## config.mk

```make
export PLATFORM = sky130hd
export DESIGN_NAME = serial_add_ctrl
export DESIGN_NICKNAME = d
export VERILOG_FILES = /design/src/rtl/serial_add_ctrl.sv
export SDC_FILE = /design/constraint.sdc
export NUM_CORES = 1
export LEC_CHECK = 0
export ABC_AREA = 1
export CAP_MARGIN = 20
export CORE_ASPECT_RATIO = 1.5
export CORE_MARGIN = 2
export CORE_UTILIZATION = 34
export DETAILED_ROUTE_END_ITERATION = 8
export GPL_ROUTABILITY_DRIVEN = 0
export MAX_ROUTING_LAYER = met4
export PLACE_DENSITY = 0.59
export SLEW_MARGIN = 20
export SYNTH_ARGS = -nofsm -noshare
export SYNTH_HDL_FRONTEND = slang
export SYNTH_SLANG_ARGS = --single-unit
```

## constraint.sdc

```tcl
create_clock -name clk -period 1.6 [get_ports clk]
set_input_delay 0.16 -clock clk [delete_from_list [all_inputs] [get_ports clk]]
set_output_delay 0.16 -clock clk [all_outputs]
set_load 0.1 [all_outputs]
```

## src/rtl/serial_add_ctrl.sv

```systemverilog
// serial_add_ctrl: bit-serial add/subtract sequencer around one shared 1-bit full adder.
//
// Operands are latched on an accepted start, then fed LSB-first through the single fulladder
// instance, one bit per clock, with a carry flop chaining the steps. On the final bit the sum,
// carry/no-borrow and signed-overflow flags are registered and done pulses for one cycle.
//
// Ports:
//   clk   - rising-edge clock
//   rst   - asynchronous active-high reset
//   start - begin an operation (accepted in IDLE or DONE)
//   sub   - 0: a + b + cin, 1: a - b (sampled with start)
//   cin   - carry-in for add mode, ignored when subtracting
//   a, b  - WIDTH-bit operands (sampled with start)
//   busy  - operation in progress
//   done  - one-cycle pulse, result outputs just updated
//   sum   - result, held until the next completion
//   cout  - final carry; in sub mode 1 = no borrow
//   ovf   - two's-complement overflow of the last operation

module fulladder (
    input  logic a,
    input  logic b,
    input  logic ci,
    output logic s,
    output logic co
);
    assign s  = a ^ b ^ ci;
    assign co = (a & b) | (ci & (a ^ b));
endmodule

module serial_add_ctrl #(
    parameter int unsigned WIDTH = 8
) (
    input  logic             clk,
    input  logic             rst,
    input  logic             start,
    input  logic             sub,
    input  logic             cin,
    input  logic [WIDTH-1:0] a,
    input  logic [WIDTH-1:0] b,
    output logic             busy,
    output logic             done,
    output logic [WIDTH-1:0] sum,
    output logic             cout,
    output logic             ovf
);
    localparam int unsigned CntW = (WIDTH > 1) ? $clog2(WIDTH) : 1;
    localparam logic [CntW-1:0] LastCnt = CntW'(WIDTH - 1);

    typedef enum logic [1:0] {
        StIdle,
        StRun,
        StDone
    } state_t;

    state_t           state_q;
    logic [WIDTH-1:0] sa_q;
    logic [WIDTH-1:0] sb_q;
    logic [WIDTH-1:0] sr_q;
    logic             c_q;
    logic [CntW-1:0]  cnt_q;

    logic fa_s;
    logic fa_co;

    fulladder u_fa (
        .a  (sa_q[0]),
        .b  (sb_q[0]),
        .ci (c_q),
        .s  (fa_s),
        .co (fa_co)
    );

    always_ff @(posedge clk or posedge rst) begin
        if (rst) begin
            state_q <= StIdle;
            sa_q    <= '0;
            sb_q    <= '0;
            sr_q    <= '0;
            c_q     <= 1'b0;
            cnt_q   <= '0;
            sum     <= '0;
            cout    <= 1'b0;
            ovf     <= 1'b0;
        end else begin
            unique case (state_q)
                StIdle, StDone: begin
                    if (start) begin
                        // Subtract as a + ~b + 1.
                        sa_q    <= a;
                        sb_q    <= sub ? ~b : b;
                        c_q     <= sub ? 1'b1 : cin;
                        cnt_q   <= '0;
                        state_q <= StRun;
                    end else begin
                        state_q <= StIdle;
                    end
                end
                StRun: begin
                    sr_q  <= {fa_s, sr_q[WIDTH-1:1]};
                    c_q   <= fa_co;
                    sa_q  <= {1'b0, sa_q[WIDTH-1:1]};
                    sb_q  <= {1'b0, sb_q[WIDTH-1:1]};
                    cnt_q <= cnt_q + CntW'(1);
                    if (cnt_q == LastCnt) begin
                        sum     <= {fa_s, sr_q[WIDTH-1:1]};
                        cout    <= fa_co;
                        // Carry into the MSB differs from carry out of it on signed overflow.
                        ovf     <= c_q ^ fa_co;
                        state_q <= StDone;
                    end
                end
                default: state_q <= StIdle;
            endcase
        end
    end

    assign busy = (state_q == StRun);
    assign done = (state_q == StDone);

endmodule

```

==> impl_summary.md, run 1 <==
Power and ir drop
The share of total power consumed by net switching is 45.3%. The overall power after layout is 5760 µW. The design internal power is 3160 µW. The total leakage power is 0.00130 µW. Power spread over the standard cell area amounts to 2290 nW/µm². The maximum VDD drop is 0.700 mV. For this design the total switching power over the nets is 2610 µW.

The share of total power dissipated in sequential elements is 30.8%. The proportion of power drawn by combinational gates is 52.3%. Per report_power, the clock group accounts for 16.9% of the total.

GRT
The first-pass GRT wire length is 6.72 mm. Global routing consumed, over all layers together, 14.7% of the routing resources. The number of antenna violations at the first check in global routing came to 0.

Entering global routing, the biggest net connects 40 pins. The via count of the first global-routing pass is 1543. The total overflow reported by the global router is 0.

Placement
The half-perimeter wire length of the detailed placement result is 2.65 mm. Input and output buffers added on the ports amount to 32. The worst-case setup slack after placement is 148 ps.

Floorplan
The initialized floorplan defines 32 standard-cell rows. The vertical extent of the die is 94.4 µm. The initial cell density of the core is 35.6%. The core region is 5200 µm². For this design the top-level I/O count stands at 33. The floorplan die width is 64.2 µm. The area of the die is 6060 µm².

Synthesis
In this run the mean area of a mapped cell was 8.05 µm². The cell count after synthesis came out at 230. The cell accounting for the most synthesized area is sky130_fd_sc_hd__dfrtp_1. For this run, the leading register cell type out of synthesis is sky130_fd_sc_hd__dfrtp_1. The synthesis warning total is 0.

The number of synthesized flops with an enable pin is 0. The commonest cells after synthesis are sky130_fd_sc_hd__nand2_1 (104), sky130_fd_sc_hd__dfrtp_1 (39), sky130_fd_sc_hd__nand3_1 (37). In this run, synthesis produced a sequential element count of 39. The async set-or-reset flop fraction in the synthesized netlist is 100%.

The library cell with the highest instance count after synthesis is sky130_fd_sc_hd__nand2_1. The cell area after synthesis is 1850 µm². The share of the Yosys chip area taken by registers is 52.7%. In this run, distinct cell masters in the synthesized netlist total 20. The portion of synthesized cell area occupied by the leading cell type is 52.7%.

After synthesis, the cell types taking the most area are sky130_fd_sc_hd__dfrtp_1 (53%), sky130_fd_sc_hd__nand2_1 (21%), sky130_fd_sc_hd__nand3_1 (10%). When the netlist entered floorplanning its net count stood at 254.

Clock network
The number of setup buffers added after CTS is 0. The clock reaches the later pin of the worst-skew pair after 290 ps. In this run the number of H-tree levels came out at 2.

The maximum buffer depth of the clock tree is 2. The TritonCTS clock tree is yes. The clock buffer count from CTS is 5.

The tree built by TritonCTS fans out to 39 sinks. The clock-pin slew of the registers on the worst-case setup and hold paths is 80 ps. The root buffer cell is sky130_fd_sc_hd__clkbuf_8.

STA
The post-layout worst setup margin is 218 ps. The smallest clock period supported by the final layout is computed as 1380 ps. The number of failing hold endpoints at the final stage is 0.

The max-slew violation count came to 0. The worst setup skew after layout is 5.27 ps. The relative slew slack is 76.4%. Setup total negative slack on the finished layout was measured at 0 ps.

The worst path uses 86.4% of the clock period. Hold timing on the final database bottoms out at a slack of 221 ps. Setup violations remaining at the end of the flow were counted as 0.

Setup repair after global routing left no endpoint under its margin. For the pin with the worst max-slew slack, the measured transition is 354 ps. Static timing analysis puts the maximum clock frequency at 724 MHz.

Detailed routing
The total iterations of the first detailed-routing run is 4. Dividing the detail-routed wire length by the instance count gives 11.0 µm. The detailed router's first-iteration violation count is 30. For this block, the routed nets add up to 3.70 mm of wire.

The number of nets with antenna violations after routing is 0. Using the TritonRoute via totals, the vias-per-cell ratio works out to 4.52. After detailed routing, the number of remaining DRC violations is 0. Detailed routing inserted a total of 1522 vias.

Worst setup path
The data arrival time of the critical path is 1220 ps. STA puts the critical path data required time at 1440 ps. The kind of start point of the critical path is a register. The critical path contains buffers and inverters numbering 2 combined. The worst setup path category is reg2out. STA classifies the critical path endpoint as an output pin. The largest single stage delay on the critical path is 360 ps.

Among cell families on the critical path, the largest total delay comes from flip-flops. The cell with the largest stage delay on the worst path is sky130_fd_sc_hd__dfrtp_1. Walking the worst path, the cells encountered are inv_2 -> nor2_4 -> buf_12.

In this run the worst path has a maximum fanout of 9.

Layout
Summing all multi-input logic gate instances after layout gives 729 µm². 0 antenna diodes ended up in the layout. Counting the fill cells in the layout gives 537.

The layout cell share with drive strength beyond 1 is 13.8%. The flip-flop and latch area is 976 µm². At the end of the flow, the number of nets in the layout was 292.

The area overhead of the layout relative to synthesis is 36.1%.

Worst hold path
The kind of path behind the tightest hold check is in2async.

Run status
The run finished with clean final reports.

Flow run
Max-cap violations in this run came to 0.
-- power by group through the flow --
| stage | clock network (µW) | logic [µW] | registers, µW |
|---|---|---|---|
| after global routing | 1030 | 3300 | 1840 |
| after floorplan | 0 | 1340 | 2500 |
| final | 972 | 3010 | 1780 |
| after detailed placement | 0 | 3040 | 1790 |
| after CTS | 997 | 3040 | 1780 |
| after global placement | 0 | 2980 | 1790 |
-- cell type report --
class / count / area share [%]
flip-flops and latches: 39 / 38.7
multi-input cells: 160 / 29.0
repair buffers: 40 / 20.4
well taps: 68 / 3.38
inverters: 22 / 3.28
clock buffers: 6 / 2.88
clock inverters: 2 / 2.38
-- sequential cells by signal, indices dropped and copies added (netlist names) --
name and count:
sb_q 8, cnt_q 3, sum 8, sr_q 7, ovf 1, cout 1
state_q 2, c_q 1, sa_q 8
-- metal layers --
| metal | wire length (µm) | global-route usage (%) | up-vias | part of all wire [%] |
|---|---|---|---|---|
| li1 | - | - | 788 | - |
| met1 | 1610 | 16.4 | 708 | 44 |
| met2 | 1930 | 25.3 | 20 | 52 |
| met3 | 85 | 3.22 | 6 | 2.3 |
| met4 | 74 | 5.85 | 0 | 2.0 |
| met5 | 0 | - | - | 0 |
-- worst reg2reg max path, cell delays in order (launching register included) --
cell,delay (ps)
sky130_fd_sc_hd__dfrtp_1,380
sky130_fd_sc_hd__ha_1,180
sky130_fd_sc_hd__ha_1,240
sky130_fd_sc_hd__inv_1,90
sky130_fd_sc_hd__nor2_4,240
sky130_fd_sc_hd__nand2_1,90
sky130_fd_sc_hd__nand2_1,70
-- timing repair --
item	CTS	global route
gates resized for setup	0	1
endpoints found under the setup margin	0	1
hold buffers	0	0
-- through the flow --
stage	util [%]	cells	instance area [µm²]
after floorplan	-	230	1850
after global placement	45.7	329	2380
after detailed placement	45.7	329	2380
after CTS	48.3	337	2510
after global routing	48.4	337	2520
final	48.4	337	2520
-- cells in the final DEF, fill, tap and decap left out --
master / count
sky130_fd_sc_hd__a21oi_1: 1
sky130_fd_sc_hd__buf_12: 13
sky130_fd_sc_hd__buf_4: 7
sky130_fd_sc_hd__bufinv_16: 2
sky130_fd_sc_hd__clkbuf_1: 1
sky130_fd_sc_hd__clkbuf_8: 5
sky130_fd_sc_hd__clkdlybuf4s50_1: 20
sky130_fd_sc_hd__dfrtp_1: 39
sky130_fd_sc_hd__fa_1: 1
sky130_fd_sc_hd__ha_1: 2
sky130_fd_sc_hd__inv_1: 19
sky130_fd_sc_hd__inv_2: 3
sky130_fd_sc_hd__nand2_1: 104
sky130_fd_sc_hd__nand2_2: 1
sky130_fd_sc_hd__nand2_4: 2
sky130_fd_sc_hd__nand3_1: 37
sky130_fd_sc_hd__nor2_1: 3
sky130_fd_sc_hd__nor2_2: 2
sky130_fd_sc_hd__nor2_4: 2
sky130_fd_sc_hd__o21ai_0: 1
sky130_fd_sc_hd__o21ai_1: 3
sky130_fd_sc_hd__xor2_1: 1
-- final timing paths --
check,start,endpoint,slack [ps],cells after the start
setup / recovery,state_q[0]$_DFFE_PP0P_,busy,220,3
hold / removal,rst,cout$_DFFE_PP0P_,220,3
setup reg to reg,cnt_q[0]$_DFFE_PP0P_,sum[3]$_DFFE_PP0P_,230,6
hold reg to reg,sb_q[7]$_DFFE_PP0P_,sb_q[7]$_DFFE_PP0P_,480,2
max in group asynchronous,rst,sum[3]$_DFFE_PP0P_,1190,3
min in group clk,a[7],sa_q[7]$_DFFE_PP0P_,410,3
-- logic make-up (layout without fill, tap and decap cells) --
family | count (synthesis) | after routing | synth area share (%)
flops | 39 | 39 | 52.7
buf+inv | 31 | 70 | 8.25
xor+xnor | 1 | 1 | 0.473
compound gates | 5 | 5 | 1.35
simple gates | 151 | 151 | 34.8
fa+ha+maj | 3 | 3 | 2.43
Note: power is estimated with default switching activity, not from simulation.
==> run 2: changes to the inputs <==
Settings changed: ABC_AREA 1 to unset, ABC_CLOCK_PERIOD_IN_PS set to 1600, CAP_MARGIN 20 to 15.
==> impl_summary.md, run 2 <==
Run status
The run finished with clean final reports.

GRT
Global routing used 12.9% of the available tracks across all layers. The first global-routing pass estimated 5.26 mm of wire. The total overflow reported by the global router is 0. Global routing consumed, on the met3 layer, 3.45% of the routing resources. The via count of the first global-routing pass is 1087.

The met1 capacity usage during global routing is 17.3%. The number of antenna violations at the first check in global routing came to 0. The met2 capacity usage during global routing is 18.2%. The pin count of the biggest net entering global routing is 40.

The highest-utilization routing layer at the global route stage is met2.

Placement
The half-perimeter wire length of the detailed placement result is 2.18 mm. The instance area at placement is 2210 µm². The number of instances in the placed design is 219. In this run the tool buffered the top-level ports with 32 buffer cells.

Layout
The area of all placed cells without fillers is 2340 µm². The leading cell type in the layout, fill and taps excluded is sky130_fd_sc_hd__dfrtp_1. The layout cell share with drive strength beyond 1 is 27.3%. The final antenna diode count is 0. The largest registers in the layout are sa_q (8), sb_q (8), sum (8). The filler cell count in the final layout is 463. The final non-filler cell total is 227. The number of nets at the end of the flow is 184. Cells fill 48.8% of the core in the end. Leaving out fill and tap cells, the most frequent cells in the layout are sky130_fd_sc_hd__dfrtp_1 (39), sky130_fd_sc_hd__clkdlybuf4s50_1 (20), sky130_fd_sc_hd__mux2_2 (17).

The area overhead of the layout relative to synthesis is 39.1%.

Floorplan
The floorplan die width is 61.5 µm. The vertical extent of the die is 90.2 µm. Once the floorplan was initialized, standard cells occupied 35.0% of the core. The floorplan step defined a core boundary enclosing 4810 µm². The boundary pin count is 33.

The die covers 5550 µm². In this run the core area contains 31 standard-cell rows.

Synthesis
The cell accounting for the most synthesized area is sky130_fd_sc_hd__dfrtp_1. By count the netlist is led by sky130_fd_sc_hd__dfrtp_1 (39), sky130_fd_sc_hd__mux2_2 (17), sky130_fd_sc_hd__a22o_1 (11). Synthesis produced a netlist with a net count of 148.

The number of library cell types mapped by synthesis is 23. Summing every instance area after synthesis gives 1690 µm². The top cell type by area accounts for 57.9% of the synthesized area. The synthesis warning total is 0. The synthesized design contains 0 enable-type register cells. The primary flip-flop cell chosen by synthesis mapping is sky130_fd_sc_hd__dfrtp_1. Yosys attributes the largest share of cell area to sky130_fd_sc_hd__dfrtp_1 (58%), sky130_fd_sc_hd__mux2_2 (11%), sky130_fd_sc_hd__a22o_1 (5.7%). The share of synthesized area occupied by flip-flops and latches is 57.9%. In the synthesized netlist the async set-or-reset flop fraction comes to 100%. In the synthesized netlist, the number of instances is 124.

The average instance in the mapped netlist occupies 13.6 µm². sky130_fd_sc_hd__dfrtp_1 is the most common cell in the netlist. After synthesis the netlist holds a flip-flop and latch count of 39.

Flow run
Across the run, the number of max-cap violations was 0.

Worst setup path
The worst setup path category is reg2reg. In this run the critical register-to-register path is launched from cnt_q[0]$_DFFE_PP0P_. The cell with the largest stage delay on the worst path is sky130_fd_sc_hd__dfrtp_1. The worst setup path is launched from a register.

Of all nets on the critical path, the largest fanout is 12. STA classifies the critical path endpoint as a register. The data arrival time of the critical path is 1680 ps.

The logic depth of the worst register-to-register path is 5. The slack of the worst reg-to-reg path is 100 ps. The largest single stage delay on the critical path is 390 ps. The endpoint identified for the worst register-to-register timing path is sum[3]$_DFFE_PP0P_. The launch point of the worst path is cnt_q[0]$_DFFE_PP0P_. Counting stages on the worst path, the most repeated cell is sky130_fd_sc_hd__ha_1. The destination of the critical timing path is sum[3]$_DFFE_PP0P_. The required time at the endpoint of the critical path is 1780 ps. The signal on the critical path passes through ha_1 -> ha_1 -> nand3b_1 -> buf_12 -> mux2_2.

STA
The maximum achievable frequency is 665 MHz. The worst-margin pin slew is 477 ps. The worst setup skew after layout is 5.68 ps. Setup repair after global routing left no endpoint under its margin.

Counting I/O delays and the setup requirement, the final critical path takes 1500 ps. The number of failing hold endpoints at the final stage is 0. Setup violations remaining at the end of the flow were counted as 0. The relative slew slack is 68.2%. The max-slew violation count is 0. The post-route clock period utilization is 94.0%.

For the final routed database, the setup TNS stands at 0 ps.

Clock network
The maximum buffer depth of the clock tree is 2. The deepest level of the CTS H-tree is 2. For the worst-skew pair, the clock arrives at the later sink with an insertion delay of 290 ps. CTS placed an instance of sky130_fd_sc_hd__clkbuf_8 at the clock tree root. The clock buffer count from CTS is 5. The tree built by TritonCTS fans out to 39 sinks.

TritonCTS built the clock tree. The number of buffers inserted by hold repair at cts is 0. Clock-pin slew was measured on the worst setup and hold paths at 70 ps.

Power and ir drop
The cell area power density is 2460 nW/µm². The internal portion of the total power is 3420 µW. The clock network fraction of design power is 16.4%. Combinational logic burns 52.1% of the power. The total leakage power is 0.00108 µW.

Summed over all nets, the switching power comes to 2350 µW. The share of total power consumed by net switching is 40.7%. The maximum VDD drop is 0.983 mV. Of the total power, registers draw 31.5%.

Detailed routing
The mean routed wirelength per cell is 13.2 µm. In the routed layout, each cell is associated on average with a via count of 4.78. The first routing iteration left 28 violations. The number of nets with antenna violations after routing is 0. The total vias in the final route is 1085. After detailed routing, the number of remaining DRC violations is 0. The total iterations of the first detailed-routing run is 4. Wires add up to 3.01 mm.

Worst hold path
The worst hold path belongs to the class in2async.
-- run 2: power by group through the flow --
stage                     registers, µW  logic (µW)  clock network, µW
after floorplan                    2580        1300                  0
after global placement             1810        2950                  0
after detailed placement           1830        3030                  0
after CTS                          1820        3030                972
after global routing               1890        3200               1010
final                              1820        3010                947
-- run 2: area by class of cell --
class | count | area (µm²) | share of cell area (%)
clock buffers | 6 | 72.6 | 3.09
clock inverters | 2 | 60.1 | 2.56
inverters | 3 | 11.3 | 0.480
multi-input cells | 73 | 644 | 27.5
flip-flops and latches | 39 | 976 | 41.6
well taps | 66 | 82.6 | 3.52
repair buffers | 38 | 498 | 21.2
-- run 2: worst min path at each step --
stage	to	slack, ps	cells past startpoint
global route	sb_q[2]$_DFFE_PP0P_	340	3
CTS	sum[6]$_DFFE_PP0P_	300	3
floorplan	sa_q[7]$_DFFE_PP0P_	300	1
detailed placement	sa_q[1]$_DFFE_PP0P_	470	1
finish	sum[6]$_DFFE_PP0P_	280	3
global placement	sa_q[3]$_DFFE_PP0P_	460	1
-- run 2: cells by family after synthesis --
family,Yosys count,synth area share [%]
adder cells (fa/ha/maj),3,2.67
multiplexers,17,11.4
XOR/XNOR,9,4.68
buffers and inverters,12,4.16
AO/OA/AOI/OAI,28,14.2
flip-flops,39,57.9
AND/OR/NAND/NOR,16,5.05
-- run 2: critical path: cells and delay by family, from the launching register on --
kind,cells,cell delay (ps)
AND/OR/NAND/NOR,1,130
buffers and inverters,1,150
flip-flops,1,390
adder cells (fa/ha/maj),2,400
multiplexers,1,330
-- run 2: stage by stage --
stage / hold WS [ps] / power [µW] / setup WS (ps)
after floorplan: 300 / 3880 / 76.3
after global placement: 463 / 4770 / -29.9
after detailed placement: 470 / 4860 / -63.1
after CTS: 300 / 5820 / 80.9
after global routing: 337 / 6100 / 12.0
final: 279 / 5770 / 96.1
-- run 2: layer usage --
layer  up-vias  wire [µm]
met5         -          0
met4         0         64
met3         6        124
met2        26       1550
met1       541       1270
li1        512          -
-- run 2: repair_timing --
| item | in CTS | in global routing |
|---|---|---|
| setup buffers | 0 | 0 |
| endpoints found under the setup margin | 0 | 10 |
| endpoints found under the hold margin | 0 | 0 |
| gates resized for setup | 0 | 1 |
==> run 3: changes to the inputs <==
Settings changed: CELL_PAD_IN_SITES_DETAIL_PLACEMENT set to 1, CELL_PAD_IN_SITES_GLOBAL_PLACEMENT set to 2, CTS_BUF_LIST set to sky130_fd_sc_hd__clkbuf_4 sky130_fd_sc_hd__clkbuf_8 sky130_fd_sc_hd__clkbuf_16, MAX_ROUTING_LAYER met4 to unset, PLACE_DENSITY 0.59 to 0.8.
==> impl_summary.md, run 3 (synthesis gave the netlist of run 2 again) <==
Clock network
The number of buffers inserted by hold repair at cts is 0. The root buffer cell is sky130_fd_sc_hd__clkbuf_8. The TritonCTS clock tree is yes. The maximum buffer depth of the clock tree is 2.

CTS built an H-tree with a depth of 2. The tree built by TritonCTS fans out to 39 sinks. Clock tree synthesis inserted a total of 5 buffers. Clock-pin slew was measured on the worst setup and hold paths at 80 ps.

The later pin in the worst-skew pair is clocked with a latency of 290 ps.

Detailed routing
The number of design rule violations left after detail routing is 0. The detailed router's first-iteration violation count is 36. Wires add up to 3.22 mm. In the final routed layout, each cell accounts on average for 14.1 µm.

The mean number of vias per cell is 4.92. Once detail routing completed, the nets flagged for antenna violations numbered 0. Summing over every cut layer, the via total after detailed routing is 1122. Before antenna repair, the detailed router went through 4 iterations.

GRT
The first global-routing pass estimated 5.42 mm of wire. The number of antenna violations at the first check in global routing is 0. The pin count of the biggest net entering global routing is 40. After global routing the overflow that remains totals 0. The via count of the first global-routing pass is 1104. The overall global routing resource usage is 13.1%.

Worst setup path
The launch point of the worst path is cnt_q[0]$_DFFE_PP0P_. The sort of element at the end of the critical path is a register. Of all nets on the critical path, the largest fanout is 12. The signal on the critical path passes through ha_1 -> ha_1 -> nand3b_1 -> buf_12 -> mux2_2.

The worst setup path is of the reg2reg kind. The required time at the endpoint of the critical path is 1780 ps. The number of buffers and inverters on the critical path is 1. For this design, the slowest cell found on the critical path is sky130_fd_sc_hd__dfrtp_1. The data arrival time of the critical path is 1710 ps.

The gate family responsible for the most delay along the worst path is adder cells. Counting stages on the worst path, the most repeated cell is sky130_fd_sc_hd__ha_1. The kind of start point of the critical path is a register.

The delay of the slowest critical-path stage is 390 ps. The worst register-to-register path begins at cnt_q[0]$_DFFE_PP0P_.

Floorplan
The die is 90.2 µm tall. The die is 61.5 µm wide. The boundary pin count is 33. The site row count is 31.

The core region is 4810 µm². Once the floorplan was initialized, standard cells occupied 35.0% of the core. The floorplan step defined a die boundary enclosing 5550 µm².

Layout
The filler cell count in the final layout is 513. The final antenna diode count is 0. The library cell used most frequently in the layout, excluding fill and tap cells, is sky130_fd_sc_hd__dfrtp_1.

For this run, the post-layout net count is 185. The largest registers in the layout are sa_q (8), sb_q (8), sum (8). The library cells used most frequently in the layout, excluding fill and tap cells, are sky130_fd_sc_hd__dfrtp_1 (39), sky130_fd_sc_hd__clkdlybuf4s50_1 (20), sky130_fd_sc_hd__mux2_2 (17). The post-route netlist has 28.4% of its cells at a drive strength greater than 1. The area growth from synthesis to layout is 40.0%.

STA
The number of failing hold endpoints at the final stage was 0. The post-route clock period utilization is 95.3%. The max-slew violation count is 0. Clock skew on the completed layout was measured at 6.86 ps. The summed negative setup slack over all endpoints is 0 ps. The worst-margin pin slew is 490 ps. Setup repair after global routing left no endpoint under its margin. Timing would allow up to 656 MHz.

The routed design could run at a clock period as short as 1520 ps. The setup-violating endpoint count in the final report is 0. Measured against its own limit, the worst slew margin works out to 67.3%.

Power and ir drop
Internal power comes to 3460 µW. The cell area power density is 2480 nW/µm². In this run the power spent charging and discharging nets is 2390 µW. The total leakage power is 0.00109 µW. Sequential cells burn 31.3% of the power. The overall power after layout is 5860 µW. IR analysis of the VDD net gives a maximum drop of 1.04 mV. The clock network fraction of design power is 16.8%. Net switching is 40.9% of the power. Combinational logic burns 52.0% of the power.

Worst hold path
The kind of path behind the tightest hold check is in2async.

Placement
Port buffering added 32 buffers. The wire-length estimate of the detail-placed layout is 2.31 mm.

Flow run
The total of max-cap violations is 0.

Run status
The run finished with clean final reports.
[run 3: cell types whose count changed in the layout (fill, tap and decap cells not counted), sizes merged]
cell	before	now
buf	18	19
[run 3: layout make-up]
type | instances | area (µm²) | share of cell area (%)
clock buffer | 6 | 76.3 | 3.23
clock inverter | 2 | 60.1 | 2.55
inverter | 3 | 11.3 | 0.477
multi-input combinational | 73 | 644 | 27.3
sequential | 39 | 976 | 41.4
tap | 66 | 82.6 | 3.50
timing repair buffer | 39 | 509 | 21.6
[run 3: path summary, 6_finish.rpt]
path                                             to  slack, ps  cells after the start
worst max-delay path             sum[5]$_DFFE_PP0P_         80                      5
worst min-delay path            sr_q[2]$_DFFE_PP0P_        300                      3
max in group asynchronous       sb_q[4]$_DFFE_PP0P_        960                      3
worst min register to register  sa_q[5]$_DFFE_PP0P_        480                      1
worst max register to register   sum[5]$_DFFE_PP0P_         80                      5
min in group clk                sa_q[7]$_DFFE_PP0P_        480                      2
[run 3: tightest hold or removal path, delay by kind of cell]
family	cells	cell delay, ps
buffers and inverters	3	870
[run 3: power by group through the flow]
stage	registers, µW	clock network, µW	logic [µW]
floorplan	2580	0	1300
global placement	1810	0	2950
detailed placement	1850	0	3050
CTS	1830	1020	3040
global route	1900	1070	3230
finish	1830	983	3040
[run 3: per-stage QoR]
step | setup WS, ps | cells | utilization [%] | hold WS [ps] | cell area (µm²)
floorplan | 76.3 | 124 | - | 300 | 1690
global placement | -46.4 | 219 | 45.9 | 462 | 2210
detailed placement | -103 | 219 | 45.9 | 471 | 2210
CTS | 48.1 | 227 | 48.7 | 315 | 2340
global route | 3.37 | 228 | 49.1 | 344 | 2360
finish | 75.1 | 228 | 49.1 | 298 | 2360
[run 3: timing repair]
item | CTS | global route
buffers inserted | 0 | 1
setup endpoints to repair | 0 | 14
gates resized for setup | 0 | 2
[run 3: routing by layer]
layer | part of all wire [%] | global-route usage [%] | wire, µm | vias to the layer above
li1 | - | - | - | 511
met4 | 1.7 | 4.79 | 55 | 0
met2 | 52 | 19.6 | 1690 | 35
met3 | 4.6 | 3.88 | 148 | 4
met5 | 0 | 0 | 0 | -
met1 | 41 | 17.5 | 1330 | 572
